### src/rtl/pipeline_sequencer.sv
// ----------------------------------------------------------------------------
// pipeline_sequencer
//
// Hazard and sequencing controller for the 5-stage IF/ID/EX/MEM/WB pipeline.
// Each cycle it decides whether the PC and IF/ID advance and whether ID/EX
// receives a bubble. It also decides whether the front end is flushed after
// a taken branch or a jump. It runs the multi-cycle SWAP micro-sequence and
// reports the current micro-op index to the ID decoder. Two saturating
// counters record load-use stalls and flush events for bring-up.
//
// Ports:
//   clock            rising-edge clock
//   reset_n          asynchronous active-low reset
//   id_opcode        opcode of the instruction in ID
//   id_valid         ID holds a real instruction
//   id_rs, id_rt     ID source registers
//   ex_mem_read      EX instruction is a load
//   ex_reg_write     EX instruction writes a register
//   ex_write_reg     EX destination register
//   ex_branch_taken  EX branch resolved taken
//   ex_jump          EX jump
//   pc_write         PC may update
//   ifid_write       IF/ID may load
//   idex_bubble      insert a NOP into ID/EX
//   flush_ifid       clear IF/ID
//   flush_idex       clear ID/EX
//   swap_phase       current swap micro-op index
//   busy             swap sequence in progress
//   stall_count      saturating count of load-use stall cycles
//   flush_count      saturating count of flush events
// ----------------------------------------------------------------------------
module pipeline_sequencer #(
   parameter int              REG_W       = 3,
   parameter int              OP_W        = 4,
   parameter logic [OP_W-1:0] SWAP_OP     = 4'b1001,
   parameter int              SWAP_CYCLES = 3,
   parameter int              CNT_W       = 8
) (
   input  logic              clock,
   input  logic              reset_n,
   input  logic [OP_W-1:0]   id_opcode,
   input  logic              id_valid,
   input  logic [REG_W-1:0]  id_rs,
   input  logic [REG_W-1:0]  id_rt,
   input  logic              ex_mem_read,
   input  logic              ex_reg_write,
   input  logic [REG_W-1:0]  ex_write_reg,
   input  logic              ex_branch_taken,
   input  logic              ex_jump,
   output logic              pc_write,
   output logic              ifid_write,
   output logic              idex_bubble,
   output logic              flush_ifid,
   output logic              flush_idex,
   output logic [1:0]        swap_phase,
   output logic              busy,
   output logic [CNT_W-1:0]  stall_count,
   output logic [CNT_W-1:0]  flush_count
);

   typedef enum logic [0:0] {
      ST_RUN  = 1'b0,
      ST_SWAP = 1'b1
   } state_t;

   localparam logic [1:0]       LAST_PHASE = 2'(SWAP_CYCLES - 1);
   localparam logic [CNT_W-1:0] CNT_MAX    = '1;

   state_t     state, state_next;
   logic [1:0] phase, phase_next;

   logic flush;
   logic load_use;
   logic swap_in_id;

   // Hazard detection. A flush outranks a load-use stall, so the stall term
   // is masked by the flush. That keeps the stall counter from counting
   // cycles whose ID instruction is being discarded anyway.
   assign flush      = ex_branch_taken | ex_jump;
   assign load_use   = id_valid & ex_mem_read & ex_reg_write &
                       ((ex_write_reg == id_rs) | (ex_write_reg == id_rt)) &
                       ~flush;
   assign swap_in_id = id_valid & (id_opcode == SWAP_OP);

   // State register: FSM state and swap phase. Reset aborts any swap.
   always_ff @(posedge clock or negedge reset_n) begin
      if (!reset_n) begin
         state <= ST_RUN;
         phase <= 2'd0;
      end else begin
         state <= state_next;
         phase <= phase_next;
      end
   end

   // Next-state logic. A stall freezes the sequence. A flush always returns
   // to RUN. A swap moves to phase 1 in SWAP after issuing phase 0 from RUN.
   always_comb begin
      state_next = state;
      phase_next = phase;
      if (flush) begin
         state_next = ST_RUN;
         phase_next = 2'd0;
      end else if (load_use) begin
         state_next = state;
         phase_next = phase;
      end else if (state == ST_RUN) begin
         if (swap_in_id) begin
            state_next = ST_SWAP;
            phase_next = 2'd1;
         end
      end else begin
         if (phase == LAST_PHASE) begin
            state_next = ST_RUN;
            phase_next = 2'd0;
         end else begin
            phase_next = phase + 2'd1;
         end
      end
   end

   // Output logic. Outputs are combinational, so a hazard seen this cycle
   // takes effect this cycle. During reset the pipeline is frozen and only
   // bubbles enter ID/EX. A flush issues no micro-op, so busy and
   // swap_phase read zero while it is active.
   always_comb begin
      pc_write    = 1'b1;
      ifid_write  = 1'b1;
      idex_bubble = 1'b0;
      flush_ifid  = 1'b0;
      flush_idex  = 1'b0;
      swap_phase  = 2'd0;
      busy        = 1'b0;
      if (!reset_n) begin
         pc_write    = 1'b0;
         ifid_write  = 1'b0;
         idex_bubble = 1'b1;
      end else if (flush) begin
         flush_ifid  = 1'b1;
         flush_idex  = 1'b1;
      end else if (load_use) begin
         pc_write    = 1'b0;
         ifid_write  = 1'b0;
         idex_bubble = 1'b1;
         busy        = (state == ST_SWAP);
         swap_phase  = phase;
      end else if (state == ST_RUN) begin
         if (swap_in_id) begin
            pc_write   = 1'b0;
            ifid_write = 1'b0;
         end
      end else begin
         busy       = 1'b1;
         swap_phase = phase;
         if (phase != LAST_PHASE) begin
            pc_write   = 1'b0;
            ifid_write = 1'b0;
         end
      end
   end

   // Event counters saturate at all-ones so a long stall cannot wrap the
   // count back to a small value.
   always_ff @(posedge clock or negedge reset_n) begin
      if (!reset_n) begin
         stall_count <= '0;
         flush_count <= '0;
      end else begin
         if (load_use && stall_count != CNT_MAX) begin
            stall_count <= stall_count + 1'b1;
         end
         if (flush && flush_count != CNT_MAX) begin
            flush_count <= flush_count + 1'b1;
         end
      end
   end

endmodule
### config.mk
export PLATFORM = sky130hd
export DESIGN_NAME = pipeline_sequencer
export DESIGN_NICKNAME = d
export VERILOG_FILES = /design/src/rtl/pipeline_sequencer.sv
export SDC_FILE = /design/constraint.sdc
export NUM_CORES = 1
export LEC_CHECK = 0
export CELL_PAD_IN_SITES_DETAIL_PLACEMENT = 0
export CELL_PAD_IN_SITES_GLOBAL_PLACEMENT = 1
export CORE_ASPECT_RATIO = 0.5
export CORE_UTILIZATION = 34
export DETAILED_ROUTE_END_ITERATION = 6
export PLACE_DENSITY_LB_ADDON = 0.1
export SLEW_MARGIN = 20
export SYNTH_ARGS = -nofsm -noshare
export SYNTH_HDL_FRONTEND = slang
export SYNTH_SLANG_ARGS = --single-unit
### constraint.sdc
create_clock -name clock -period 3.8 [get_ports clock]
set_input_delay 0.76 -clock clock [delete_from_list [all_inputs] [get_ports clock]]
set_output_delay 0.76 -clock clock [all_outputs]
set_load 0.01 [all_outputs]
==> flow_summary.toml, run 1 <==
[placed_design]
globalplace.congestion = 0.6694
dpl_cell_area_sq_um = 1541
dpl.hpwl_microns = 1634
port_buffers = 43

[routing]
wl_met2_microns = 866
wl_met3_microns = 201
first_iter_violations = 13
wl_met1_microns = 1129
wl_microns = 2197
first_pass_iters = 3
ant_nets = 0
routed_via_density = 4.771
wl_per_cell_microns = 11.69
highest_layer = "met3"
num_vias = 897
drc = 0

[timing]
period_share = 0.9494
max_slew_margin = 0.6060
hold_violations = 0
min_period_ns = 3.608
maxSlewViolCount = 0
worstMarginPinSlew_ns = 0.5889
finalSetupTns_ns = 0
rsz0062_at_grt = "no"
finalSetupViolations = 0
clock_skew_ns = 0.002631
fmaxAchievable_mhz = 277.2

[synthesis]
synth-seq-cells = 19
syn_inst = 103
netlist_area_sq_um = 1077
synth_warnings = 0
synthDistinctLibCells = 31
syn_nets = 125
synth_area_leaders = "dfrtp_1, xnor2_1, xor2_1"
seq_area_frac_synth = 0.4413
yosysTopAreaCellShare = 0.4413
yosysTopAreaCell = "dfrtp_1"
synth.avg_cell_area_sq_um = 10.46

[clock_network]
htree_levels = 1
cts_buffers = 3
clkSinkCount = 19
post_cts_resized = 0
postCtsHoldBufs = 0
clk_pin_slew_ns = 0.07
postCtsSetupRepairBufs = 0
clock_path_buffers = 2
clk-insertion-delay-late_ns = 0.25
cts_tree = "built"
root_buffer = "clkbuf_8"

[global_route]
grt_max_degree = 14
grt_pass1_wl_microns = 3663
antenna_found_initial = 0
grt_overflow = 0
track_usage = 0.1398
grt_pass1_vias = 832

[setup_path]
r2r-end = "stall_count[1]"
cp.required_ns = 3.04
worstPathMaxFanout = 9
r2r_start = "stall_count[0]"
reg2reg_slack_ns = 1.88
setup.worst_path.end_class = "output port"
startpoint_type = "input pin"
r2r_cells = 6
arrival_ns = 2.85
path_class = "in -> out"
cp-startpoint = "ex_write_reg[1]"

[job]
maxCapViolCount = 0

[final_layout]
finish.instance_area_sq_um = 1587
area_growth_pct = 47.27
nets = 171
fillers = 292
antenna_cells = 0
drive_gt1_frac = 0.07432
final_util = 0.5266

[min_path]
hp-start = "flush_count[6]"
hold_end = "flush_count[6]"
hold-path-cell-count = 1
holdCritPathClass = "reg -> reg"

[die]
fp.coreArea_sq_um = 3013
start_util = 0.3576
die_w_microns = 81.61
boundaryPins = 44
rows = 14
die-height_microns = 41.81
die_area_sq_um = 3412

[status]
status = "finished clean"

[pwr]
p_leak_uw = 0.0006341
power.density_nw_per_um2 = 419.9
ir_worst_vdd_mv = 0.4074
==> layer usage <==
metal | GRT usage | vias to the layer above
met5 | 0 | -
met4 | 0.01053 | 0
met3 | 0.04835 | 0
met2 | 0.2150 | 30
met1 | 0.1980 | 414
li1 | - | 453
==> registers in the layout, indices dropped and copies added, names as in the netlist <==
signal / flops
flush_count: 8
phase: 2
stall_count: 8
state: 1
==> through the flow <==
step                      total power, uW  worst slack [ns]  instances  hold slack [ns]
after floorplan                     394.4             1.082        103           0.4644
after global placement              529.7            0.2190        184           0.4874
after detailed placement            529.2            0.1854        184           0.4879
after CTS                           675.0            0.1797        188           0.5054
after global routing                714.1            0.1046        188           0.5416
final                               666.2            0.1924        188           0.5002
==> logic make-up after synthesis <==
group	after synthesis	synth area share
compound gates	8	0.06619
simple gates	44	0.2311
mux	4	0.03949
buf+inv	6	0.03600
xor+xnor	20	0.1626
fa+ha+maj	2	0.02323
flops	19	0.4414
==> cell usage after synthesis (all sizes together) <==
cell     n
dfrtp   19
nand3   13
xnor2   12
xor2     8
nand2    7
nor2     7
and3     6
buf      4
ha       2
inv      2
mux2     2
mux2i    2
nand4    2
nor3b    2
o211ai   2
or4      2
a311oi   1
a31oi    1
and2     1
and4     1
nand3b   1
nor2b    1
nor3     1
o21a     1
o21ai    1
o31a     1
o31ai    1
==> placed cells by master (no fill, tap or decap), types with 2 or more instances in the layout <==
cell type,synthesis,final
clkdlybuf4s50_1,0,43
nor3b_1,2,2
mux2i_1,2,2
nor2_1,7,7
or4_4,2,2
buf_4,2,2
dfrtp_1,19,19
xor2_1,8,8
nand4_1,2,2
clkbuf_8,0,3
o211ai_1,2,2
and3_1,6,6
ha_1,2,2
inv_1,2,2
nand2_1,5,5
mux2_1,2,2
xnor2_1,12,12
nand3_1,13,13
==> critical path, stage by stage <==
cell,delay (ns)
clkdlybuf4s50_1,0.45
xor2_1,0.18
or4_4,0.53
nand2_4,0.14
o211ai_1,0.11
nor2_1,0.13
clkdlybuf4s50_1,0.54
==> how the worst max path moves through the flow <==
stage | to | slack, ns | cells after the start
finish | swap_phase[1] | 0.19 | 7
global route | swap_phase[0] | 0.10 | 7
CTS | swap_phase[0] | 0.18 | 7
detailed placement | swap_phase[0] | 0.19 | 7
global placement | swap_phase[1] | 0.22 | 7
floorplan | pc_write | 1.08 | 6
==> power by group <==
group	internal [uW]	switching (uW)	total [uW]	leakage, uW
Sequential	247	51.5	298	0.000251
Combinational	142	86.0	228	0.000361
Clock	74.5	65.6	140	0.0000228
==> area by class of cell <==
type                            instances  area [sq um]  share of cell area
Inverter                                2         7.507            0.004732
Multi-Input combinational cell         78         563.0              0.3549
Timing Repair Buffer                   45         445.4              0.2808
Sequential cell                        19         475.5              0.2997
Clock buffer                            4         45.04             0.02839
Tap cell                               40         50.05             0.03155
Power figures use the tool's default switching activity.
==> run 2, diff against run 1 <==
ABC_AREA = 0   (was default)
CAP_MARGIN = 20   (was default)
==> results of run 2 <==
No change in the layout: final DEF, timing and power equal those of run 1.
